### src/rtl/score_pkg.sv
// Shared types and constants for the score controller: FSM states, winner codes, digit limit.
package score_pkg;

  typedef enum logic [1:0] {
    StIdle = 2'd0,
    StPlay = 2'd1,
    StHold = 2'd2,
    StOver = 2'd3
  } state_e;

  localparam logic [1:0] WIN_NONE = 2'b00;
  localparam logic [1:0] WIN_P1   = 2'b01;
  localparam logic [1:0] WIN_P2   = 2'b10;

  localparam logic [2:0] MAX_DISPLAY_DIGIT = 3'd5;

  function automatic logic [2:0] sat_inc(input logic [2:0] v, input logic [2:0] lim);
    return (v >= lim) ? v : v + 3'd1;
  endfunction

endpackage

### src/rtl/tick_divider.sv
// Free-running wrap counter 0..Div; tick is a registered one-cycle pulse on each wrap.
module tick_divider #(
  parameter int unsigned      Width = 18,
  parameter logic [Width-1:0] Div   = '1
) (
  input  logic clk,
  input  logic clr,
  output logic tick
);

  logic [Width-1:0] cnt_q, cnt_d;
  logic             tick_q, tick_d;

  always_comb begin
    tick_d = (cnt_q == Div);
    cnt_d  = tick_d ? '0 : cnt_q + Width'(1);
  end

  always_ff @(posedge clk) begin
    if (clr) begin
      cnt_q  <= '0;
      tick_q <= 1'b0;
    end else begin
      cnt_q  <= cnt_d;
      tick_q <= tick_d;
    end
  end

  assign tick = tick_q;

endmodule

### src/rtl/score_controller.sv
// Point counting, hold-off, winner detection and display scan tick for two players.
// Define BLINK_WINNER_EN to blank the loser's digit and blink the winner's digit in OVER.
module score_controller
  import score_pkg::*;
#(
  parameter logic [2:0]  WIN_SCORE = 3'd5,
  parameter logic [23:0] HOLD_CYC  = 24'd1000,
  parameter logic [17:0] TICK_DIV  = 18'd262143,
  parameter logic [25:0] BLINK_DIV = 26'd49999999
) (
  input  logic       clk,
  input  logic       clr,
  input  logic       start,
  input  logic       p1_point,
  input  logic       p2_point,
  output logic [2:0] p1,
  output logic [2:0] p2,
  output logic       scan_tick,
  output logic       game_over,
  output logic [1:0] winner,
  output logic       blank_p1,
  output logic       blank_p2
);

  // Never count past what the display can decode, whatever WIN_SCORE is set to.
  localparam logic [2:0] ScoreCap = (WIN_SCORE > MAX_DISPLAY_DIGIT) ? MAX_DISPLAY_DIGIT : WIN_SCORE;

  state_e      state_q, state_d;
  logic [2:0]  p1_q, p1_d, p2_q, p2_d;
  logic [23:0] hold_q, hold_d;
  logic [1:0]  winner_q, winner_d;
  logic        game_over_q, game_over_d;

  tick_divider #(
    .Width(18),
    .Div  (TICK_DIV)
  ) u_scan_div (
    .clk (clk),
    .clr (clr),
    .tick(scan_tick)
  );

  always_comb begin
    state_d  = state_q;
    p1_d     = p1_q;
    p2_d     = p2_q;
    hold_d   = hold_q;
    winner_d = winner_q;
    unique case (state_q)
      StIdle: begin
        if (start) begin
          state_d = StPlay;
          p1_d    = '0;
          p2_d    = '0;
        end
      end
      StPlay: begin
        if (start) begin
          p1_d = '0;
          p2_d = '0;
        end else if (p1_point ^ p2_point) begin
          if (p1_point) p1_d = sat_inc(p1_q, ScoreCap);
          else          p2_d = sat_inc(p2_q, ScoreCap);
          hold_d  = HOLD_CYC;
          state_d = StHold;
        end
      end
      StHold: begin
        if (start) begin
          p1_d    = '0;
          p2_d    = '0;
          hold_d  = '0;
          state_d = StPlay;
        end else begin
          hold_d = hold_q - 24'd1;
          if (hold_q == 24'd1) begin
            if (p1_q == WIN_SCORE) begin
              state_d  = StOver;
              winner_d = WIN_P1;
            end else if (p2_q == WIN_SCORE) begin
              state_d  = StOver;
              winner_d = WIN_P2;
            end else begin
              state_d = StPlay;
            end
          end
        end
      end
      StOver: begin
        if (start) begin
          p1_d     = '0;
          p2_d     = '0;
          winner_d = WIN_NONE;
          state_d  = StPlay;
        end
      end
    endcase
    game_over_d = (state_d == StOver);
  end

  always_ff @(posedge clk) begin
    if (clr) begin
      state_q     <= StIdle;
      p1_q        <= '0;
      p2_q        <= '0;
      hold_q      <= '0;
      winner_q    <= WIN_NONE;
      game_over_q <= 1'b0;
    end else begin
      state_q     <= state_d;
      p1_q        <= p1_d;
      p2_q        <= p2_d;
      hold_q      <= hold_d;
      winner_q    <= winner_d;
      game_over_q <= game_over_d;
    end
  end

`ifdef BLINK_WINNER_EN
  logic blink_tick;
  logic phase_q, phase_d;

  // Held in reset outside OVER so every game-over starts with the winner shown.
  tick_divider #(
    .Width(26),
    .Div  (BLINK_DIV)
  ) u_blink_div (
    .clk (clk),
    .clr (clr | ~game_over_q),
    .tick(blink_tick)
  );

  always_comb phase_d = game_over_q ? (phase_q ^ blink_tick) : 1'b0;

  always_ff @(posedge clk) begin
    if (clr) phase_q <= 1'b0;
    else     phase_q <= phase_d;
  end

  always_comb begin
    blank_p1 = game_over_q && ((winner_q == WIN_P1) ? phase_q : 1'b1);
    blank_p2 = game_over_q && ((winner_q == WIN_P2) ? phase_q : 1'b1);
  end
`else
  logic unused_blink_div;
  assign unused_blink_div = ^BLINK_DIV;
  assign blank_p1 = 1'b0;
  assign blank_p2 = 1'b0;
`endif

  assign p1        = p1_q;
  assign p2        = p2_q;
  assign winner    = winner_q;
  assign game_over = game_over_q;

endmodule

### config.mk
export PLATFORM = sky130hd
export DESIGN_NAME = score_controller
export DESIGN_NICKNAME = d
export VERILOG_FILES = /design/src/rtl/score_pkg.sv /design/src/rtl/tick_divider.sv /design/src/rtl/score_controller.sv
export SDC_FILE = /design/constraint.sdc
export NUM_CORES = 1
export LEC_CHECK = 0
export CORE_MARGIN = 5
export CORE_UTILIZATION = 55
export CTS_BUF_LIST = sky130_fd_sc_hd__clkbuf_2
export DETAILED_ROUTE_END_ITERATION = 12
export PLACE_DENSITY = 0.85
export SLEW_MARGIN = 20
export SYNTH_ARGS = -nofsm -noshare
export SYNTH_HDL_FRONTEND = slang
export SYNTH_SLANG_ARGS = --single-unit
### constraint.sdc
create_clock -name clk -period 2.1 [get_ports clk]
set_input_delay 0.42 -clock clk [delete_from_list [all_inputs] [get_ports clk]]
set_output_delay 0.42 -clock clk [all_outputs]
set_load 0.01 [all_outputs]
==> summary.md, run 1 <==
| Metric | Value |
|---|---|
| Vias in the first global route | `2301` |
| Clock slew at reported path FFs | `300 ps` |
| Number of buffers created by CTS | `5` |
| Power density over the cells | `1070 nW/um^2` |
| Number of endpoints failing setup at the final stage | `0` |
| Finished layout cell area | `3190 um^2` |
| Hold Startpoint | `u_scan_div.cnt_q[0]$_SDFF_PP0_` |
| Worst endpoint data arrival time | `between 2000 and 3000 ps` |
| Final Wtd Congestion | `0.855` |
| VDD IR max | `approximately 0.55 mV` |
| R2r worst-path depth | `6` |
| Effective utilization at floorplan | `0.572` |
| Synthesis-stage register bit count | `54` |
| GR Util met3 | `0.0359` |
| Total gr overflow | `0` |
| Most Used Layer, Global Route | `met2` |
| Time the worst path needs with I/O delays and setup | `2070 ps` |
| Critical path type | `register to register` |
| Mean Syn Cell Area | `8.35 um^2` |
| Outcome | `finished, final reports clean` |
| Filler cells | `slightly below 400` |
| Kind of launch point of the worst setup path | `register` |
| Maximum number of pins on one net before global-route repair | `20` |
| Row cnt | `25` |
| Synth-to-Final Area Change | `16.6%` |
| Hold Path End | `u_scan_div.cnt_q[0]$_SDFF_PP0_` |
| Post-detailed-route via-to-cell ratio | `5.50` |
| Number of different library cells in the post-synthesis netlist | `51` |
| Required arrival time at the worst endpoint | `~2500 ps` |
| Inserted Diodes | `0` |
| Router iterations before antenna repair | `4` |
| Max Fclk | `483 MHz` |
| Detailed placer's ending HPWL | `4.03 mm` |
| Count of clock tree sinks | `54` |
| Met1 Track Usage GR | `0.242` |
| Routed wire length per instance | `between 10 and 15 um` |
| Sequential area share after synthesis | `0.395` |
| LEAKAGE | `1.19 nW` |
| Crit path max fanout | `3` |
| Hold Path Depth | `1` |
| Max_cap viols | `0` |
| Clock tree from TritonCTS | `yes` |
| H-tree Lvls | `2` |
| Post-DP Area | `3080 um^2` |
| Final hold slack | `500 ps` |
| Vert. Die Dim | `80.6 um` |
| Synthesis Warnings | `0` |
| CTS Hold Buffers Added | `0` |
| Share of post-route cells with drive strength above 1 | `0.152` |
| Total routing usage reported by global routing | `0.194` |
| Die area | `6490 um^2` |
| Routed WL | `approximately 5.7 mm` |
| Die Width | `approximately 81 um` |
| Buffer levels on the longest clock path | `2` |
| Antenna Nets Post-Route | `0` |
| Remaining design rule violation count | `0` |
| Worst reg2reg setup slack | `30 ps` |
| Number of nets in the finished design | `376` |
| Routing usage on met2 | `0.327` |
| Number of buffers added on ports | `14` |
| Hold Crit Class | `register to register` |
| Async S/R FF share, synth | `0` |
| Core box area | `4790 um^2` |
| Area of the mapped netlist | `2740 um^2` |
| Via count | `2358` |
| Layout Skew | `19.9 ps` |
| Post-Syn Instances | `328` |
| First-pass GRT wire length | `10.1 mm` |
| Pins Over Slew Limit | `0` |
| Ys flop type | `sky130_fd_sc_hd__dfxtp_1` |
| Antenna violations before repair | `0` |
| Clock root buffer master | `sky130_fd_sc_hd__clkbuf_2` |
| Worst Setup End Kind | `register` |
| Reg-to-reg critical path startpoint | `hold_q[8]$_SDFFE_PP0P_` |
| Io pins | `17` |
| Violation count after the first detailed-routing iteration | `153` |
| Later-pin clock latency in the skew report | `between 400 and 500 ps` |
| Tcrit/Tclk final | `0.986` |
| Capturing point of the worst reg2reg path | `winner[1]$_SDFFE_PP0P_` |
| Post-synth EDFFs | `0` |
| Final hold vios | `0` |
==> cells by family after synthesis <==
group	Yosys count	synth area share
simple gates	156	0.303
buf+inv	31	0.0452
xor+xnor	38	0.122
fa+ha+maj	10	0.0457
other cells	1	0.00137
compound gates	38	0.0886
flops	54	0.395
==> state kept, by name (all words and copies together) (netlist names) <==
register / flops
hold_q: 24
u_scan_div.cnt_q: 18
p1: 3
p2: 3
state_q: 2
winner: 2
game_over: 1
u_scan_div.tick: 1
==> cell type report <==
| class | count | area [um^2] | area share |
|---|---|---|---|
| repair buffers | 39 | 328 | 0.103 |
| multi-input cells | 244 | 1580 | 0.495 |
| well taps | 67 | 83.8 | 0.0262 |
| clock inverters | 3 | 28.8 | 0.00901 |
| clock buffers | 5 | 25.0 | 0.00783 |
| inverters | 17 | 63.8 | 0.0200 |
| flip-flops and latches | 54 | 1080 | 0.339 |
==> critical path, cell delays in order (launching register included) <==
cell,delay [ps]
sky130_fd_sc_hd__dfxtp_2,390
sky130_fd_sc_hd__nor4_2,280
sky130_fd_sc_hd__buf_4,170
sky130_fd_sc_hd__nand4_4,110
sky130_fd_sc_hd__or3_4,410
sky130_fd_sc_hd__or4_1,530
sky130_fd_sc_hd__a21oi_2,150
==> cells in the final DEF, fill, tap and decap left out, types with 3 or more instances in the layout <==
cell type                          n
sky130_fd_sc_hd__nor4_1            3
sky130_fd_sc_hd__inv_1            17
sky130_fd_sc_hd__or2_2             4
sky130_fd_sc_hd__nand2_1          12
sky130_fd_sc_hd__nor4_4            3
sky130_fd_sc_hd__nand4_1          12
sky130_fd_sc_hd__o21ai_0           8
sky130_fd_sc_hd__nor3_1           12
sky130_fd_sc_hd__clkdlybuf4s50_1  14
sky130_fd_sc_hd__dfxtp_1          52
sky130_fd_sc_hd__a211oi_1          3
sky130_fd_sc_hd__and3_1            3
sky130_fd_sc_hd__nor2_1           61
sky130_fd_sc_hd__nor4b_1           3
sky130_fd_sc_hd__clkbuf_2          5
sky130_fd_sc_hd__buf_4            25
sky130_fd_sc_hd__xnor2_1          15
sky130_fd_sc_hd__nand3_1          21
sky130_fd_sc_hd__ha_1             10
sky130_fd_sc_hd__a21oi_1          13
sky130_fd_sc_hd__xor2_1           23
==> layer usage <==
layer | part of all wire | up-vias | routed length, um
met2 | 0.49 | 66 | 2800
met4 | 0.021 | 0 | 119
met1 | 0.45 | 1083 | 2530
li1 | - | 1196 | -
met3 | 0.043 | 13 | 242
met5 | 0 | - | 0
==> synth_stat cells (all sizes together) (4+ instances only) <==
cell type	count	area, um^2
nor4	7	71.3
a21oi	14	70.1
and3	4	26.3
clkbuf	12	45.0
nor3	12	60.1
ha	10	125
inv	17	63.8
xnor2	15	131
xor2	23	201
nand2	12	45.0
o21ai	8	40.0
nand3	21	105
dfxtp	54	1080
nand4	13	96.3
or2	4	25.0
nor2	61	229
==> worst max path at each step <==
stage,from,endpoint,slack [ps],cells past startpoint
after floorplan,hold_q[2]$_SDFFE_PP0P_,winner[1]$_SDFFE_PP0P_,40,5
after global placement,hold_q[13]$_SDFFE_PP0P_,winner[1]$_SDFFE_PP0P_,20,5
after detailed placement,hold_q[13]$_SDFFE_PP0P_,winner[1]$_SDFFE_PP0P_,-20,5
after CTS,hold_q[13]$_SDFFE_PP0P_,winner[1]$_SDFFE_PP0P_,8,5
after global routing,hold_q[8]$_SDFFE_PP0P_,winner[1]$_SDFFE_PP0P_,-10,6
final,hold_q[8]$_SDFFE_PP0P_,winner[1]$_SDFFE_PP0P_,30,6
==> timing repair <==
item                                   CTS  global route
setup endpoints to repair                2             3
pin swaps                                0             2
endpoints found under the hold margin    0             0
buffers inserted                         0             2
gates resized for setup                  1             7
==> metrics by stage <==
| step | utilization | setup TNS, ps | total power, mW | worst slack [ps] | cells |
|---|---|---|---|---|---|
| after global routing | 0.667 | -14.3 | 3.70 | -14.3 | 429 |
| after floorplan | - | 0 | 2.35 | 40.1 | 329 |
| after detailed placement | 0.644 | -32.4 | 2.84 | -16.6 | 419 |
| final | 0.667 | 0 | 3.43 | 28.9 | 429 |
| after CTS | 0.658 | 0 | 3.33 | 8.26 | 427 |
| after global placement | 0.644 | 0 | 2.79 | 21.0 | 419 |
==> where the power goes <==
part	total, mW	leakage, nW	switching (mW)	internal [mW]
clock	0.462	0.0355	0.362	0.0995
combinational	1.65	0.717	0.882	0.772
sequential	1.31	0.438	0.153	1.16
Note: power is estimated with default switching activity, not from simulation.
==> run 2: changes to the inputs <==
--- a/config.mk
+++ b/config.mk
@@ -13,4 +13,5 @@
 export SLEW_MARGIN = 20
 export SYNTH_ARGS = -nofsm -noshare
 export SYNTH_HDL_FRONTEND = slang
+export SYNTH_HIERARCHICAL = 1
 export SYNTH_SLANG_ARGS = --single-unit
==> run 2 against run 1 <==
  * The flow now finishes with violations (negative setup slack)
  * Clock skew down 3.6 ps
  * Non-clock buffer count up 4
  * First-iteration DRC count up 28%
  * Combinational power down 16%
  * Clock power down 15%
  * Synthesized cell count down 2.7%
  * Global-route usage down 0.84 points
  * Worst setup slack worse by 210 ps
  * Cell area down 1.3%
  * Die area down 1.2%
  * Hold slack worse by 15 ps
  * Sequential cell count unchanged
  * Highest routed layer unchanged
==> summary.md, run 2 <==
| Metric | Value |
|---|---|
| Via count | `2329` |
| Number of endpoints failing setup at the final stage | `5` |
| Hold Crit Class | `register to register` |
| Post-DP Area | `3090 um^2` |
| Post-synth EDFFs | `0` |
| Synth cell count leaders | `59 x sky130_fd_sc_hd__nor2_1, 54 x sky130_fd_sc_hd__dfxtp_1, 20 x sky130_fd_sc_hd__nor3_1, 20 x sky130_fd_sc_hd__xor2_1, 18 x sky130_fd_sc_hd__nand2_1` |
| Hold Path Depth | `2` |
| Detailed placer's ending HPWL | `4.09 mm` |
| Routed wire length per instance | `12.8 um` |
| Worst Setup End Kind | `register` |
| Capturing point of the worst reg2reg path | `state_q[1]$_SDFF_PP0_` |
| Antenna violations before repair | `0` |
| Ys flop type | `sky130_fd_sc_hd__dfxtp_1` |
| Flip-flop count of the largest register after layout | `24` |
| Most used cells in the layout excluding fill and tap cells | `59 x sky130_fd_sc_hd__nor2_1, 52 x sky130_fd_sc_hd__dfxtp_1, 29 x sky130_fd_sc_hd__buf_4` |
| Hold Startpoint | `winner[1]$_SDFFE_PP0P_` |
| Synthesis Warnings | `6` |
| Post-detailed-route via-to-cell ratio | `5.47` |
| Total routing usage reported by global routing | `0.186` |
| Most flop-heavy register | `hold_q` |
| Violation count after the first detailed-routing iteration | `just under 200` |
| Area share of the largest cell type after synthesis | `0.400` |
| Synthesis-stage register bit count | `54` |
| LEAKAGE | `1.19 nW` |
| Maximum number of pins on one net before global-route repair | `16` |
| Share of post-route cells with drive strength above 1 | `0.136` |
| Row cnt | `25` |
| Vert. Die Dim | `80.1 um` |
| Mean Syn Cell Area | `8.47 um^2` |
| Hold Path End | `winner[1]$_SDFFE_PP0P_` |
| CTS Hold Buffers Added | `0` |
| Max_cap viols | `0` |
| Final hold vios | `0` |
| Top cell type by total area after synthesis | `sky130_fd_sc_hd__dfxtp_1` |
| Logic depth of the worst setup path including buffers | `5` |
| First-pass GRT wire length | `9.65 mm` |
| Count of clock tree sinks | `54` |
| Post-Syn Instances | `319` |
| Setup repair after global routing missed its margin | `yes` |
| Family of cells with the greatest summed delay on the critical path | `simple AND/OR/NAND/NOR gates` |
| Worst endpoint data arrival time | `roughly 2600 ps` |
| Total gr overflow | `0` |
| Die Width | `80.1 um` |
| Finished layout cell area | `approximately 3200 um^2` |
| Die area | `6420 um^2` |
| Kind of launch point of the worst setup path | `register` |
| Remaining design rule violation count | `0` |
| Antenna Nets Post-Route | `0` |
| Filler cells | `403` |
| H-tree Lvls | `2` |
| Final Wtd Congestion | `between 0.8 and 0.9` |
| Maximum cell stage delay along the critical path | `between 500 and 600 ps` |
| Final hold slack | `between 400 and 500 ps` |
| Critical path type | `register to register` |
| Worst path cell trace | `or4_4 > or4_4 > or4b_4 > a221oi_2 > nor3_1` |
| R2r worst-path depth | `5` |
| Io pins | `17` |
| Effective utilization at floorplan | `0.568` |
| Clock tree from TritonCTS | `yes` |
| Sequential area share after synthesis | `0.400` |
| Layout Skew | `~16 ps` |
| Buffer levels on the longest clock path | `2` |
| Pins Over Slew Limit | `0` |
| Commonest non-fill, non-tap cell in the layout | `sky130_fd_sc_hd__nor2_1` |
| Regs by FF count | `hold_q (24), u_scan_div/cnt_q (18)` |
| Synth-to-Final Area Change | `16.7%` |
| Power density over the cells | `965 nW/um^2` |
| Later-pin clock latency in the skew report | `440 ps` |
| Area of the mapped netlist | `approximately 2700 um^2` |
| Clock root buffer master | `sky130_fd_sc_hd__clkbuf_2` |
| Inserted Diodes | `0` |
| Tcrit/Tclk final | `1.09` |
| Reg-to-reg critical path startpoint | `hold_q[19]$_SDFFE_PP0P_` |
| Routed WL | `5.46 mm` |
| Crit path max fanout | `3` |
| Number of buffers added on ports | `14` |
| Time the worst path needs with I/O delays and setup | `2290 ps` |
| VDD IR max | `0.596 mV` |
| Count leader, synth | `sky130_fd_sc_hd__nor2_1` |
| Outcome | `complete, but fails checks` |
| Setup_tns | `-573 ps` |
| Worst reg2reg setup slack | `-190 ps` |
| Router iterations before antenna repair | `4` |
| Number of different library cells in the post-synthesis netlist | `46` |
| Final WS setup | `-185 ps` |
| Standard cell with the maximum stage delay on the critical path | `sky130_fd_sc_hd__or4_4` |
| Clock slew at reported path FFs | `250 ps` |
| Leading cell types by total area after synthesis | `sky130_fd_sc_hd__dfxtp_1 40%, sky130_fd_sc_hd__nor2_1 8.2%, sky130_fd_sc_hd__xor2_1 6.5%` |
| Number of buffers created by CTS | `5` |
| Number of nets in the finished design | `between 300 and 400` |
| Async S/R FF share, synth | `0` |
| Max Fclk | `438 MHz` |
| CP dominant cell by count | `sky130_fd_sc_hd__or4_4` |
| Required arrival time at the worst endpoint | `2450 ps` |
| Failing checks | `negative setup slack` |
| Buf/Inv on CP | `0` |
| Core box area | `~4800 um^2` |
| Vias in the first global route | `2220` |
[run 2: cell types whose count changed after synthesis, moves of 4 or more]
cell / before / now
sky130_fd_sc_hd__nor3_1: 12 / 20
sky130_fd_sc_hd__inv_1: 17 / 11
sky130_fd_sc_hd__nand2_1: 12 / 18
sky130_fd_sc_hd__nand3_1: 21 / 15
sky130_fd_sc_hd__o21ai_0: 8 / 3
sky130_fd_sc_hd__a21oi_1: 14 / 10
sky130_fd_sc_hd__nand2b_1: 1 / 5
sky130_fd_sc_hd__nand4_1: 12 / 8
[run 2: worst max path at each step]
stage / start / end / slack, ps
final: hold_q[19]$_SDFFE_PP0P_ / state_q[1]$_SDFF_PP0_ / -190
after global routing: hold_q[19]$_SDFFE_PP0P_ / state_q[1]$_SDFF_PP0_ / -220
after CTS: hold_q[19]$_SDFFE_PP0P_ / state_q[1]$_SDFF_PP0_ / -190
after detailed placement: hold_q[19]$_SDFFE_PP0P_ / state_q[1]$_SDFF_PP0_ / -160
after global placement: hold_q[19]$_SDFFE_PP0P_ / state_q[1]$_SDFF_PP0_ / -130
after floorplan: hold_q[19]$_SDFFE_PP0P_ / state_q[1]$_SDFF_PP0_ / -120
[run 2: timing repair]
action	in CTS	in global routing
gates resized for setup	2	2
gates cloned	0	0
endpoints found under the setup margin	5	8
buffers inserted	1	0
pin swaps	0	2
[run 2: cells by family after synthesis]
family / after synthesis / synth area share
compound gates: 36 / 0.0903
fa+ha+maj: 10 / 0.0463
buf+inv: 23 / 0.0352
flops: 54 / 0.400
mux: 3 / 0.0111
xor+xnor: 36 / 0.117
simple gates: 156 / 0.299
other cells: 1 / 0.00139
[run 2: where the power goes]
part / switching, mW / total [mW] / internal [mW]
Combinational: 0.762 / 1.38 / 0.614
Clock: 0.312 / 0.394 / 0.0818
Sequential: 0.123 / 1.27 / 1.15
[run 2: routing by layer]
layer | vias up | track usage | routed length [um]
met5 | - | 0 | 0
met4 | 0 | 0.0693 | 106
met3 | 12 | 0.0336 | 146
met2 | 34 | 0.325 | 2760
met1 | 1087 | 0.225 | 2450
li1 | 1196 | - | -
[run 2: cell type report]
type	instances	area (um^2)	share of cell area
Clock inverter	2	8.76	0.00278
Tap cell	67	83.8	0.0266
Clock buffer	6	30.0	0.00952
Sequential cell	54	1080	0.344
Inverter	11	41.3	0.0131
Timing Repair Buffer	43	358	0.113
Multi-Input combinational cell	243	1550	0.491
[run 2: stage by stage]
| stage | total power [mW] | utilization | setup WS (ps) | cells |
|---|---|---|---|---|
| 2_1_floorplan | 2.16 | - | -124 | 320 |
| 6_report | 3.04 | 0.663 | -185 | 426 |
| 5_1_grt | 3.28 | 0.663 | -222 | 426 |
| 3_3_place_gp | 2.53 | 0.649 | -129 | 417 |
| 4_1_cts | 3.04 | 0.661 | -190 | 426 |
| 3_5_place_dp | 2.57 | 0.649 | -165 | 417 |
[run 2: worst register-to-register path, cell delays in order (launching register included)]
cell and delay (ps):
sky130_fd_sc_hd__dfxtp_2 370, sky130_fd_sc_hd__or4_4 530, sky130_fd_sc_hd__or4_4 440, sky130_fd_sc_hd__or4b_4 490
sky130_fd_sc_hd__a221oi_2 280, sky130_fd_sc_hd__nor3_1 80
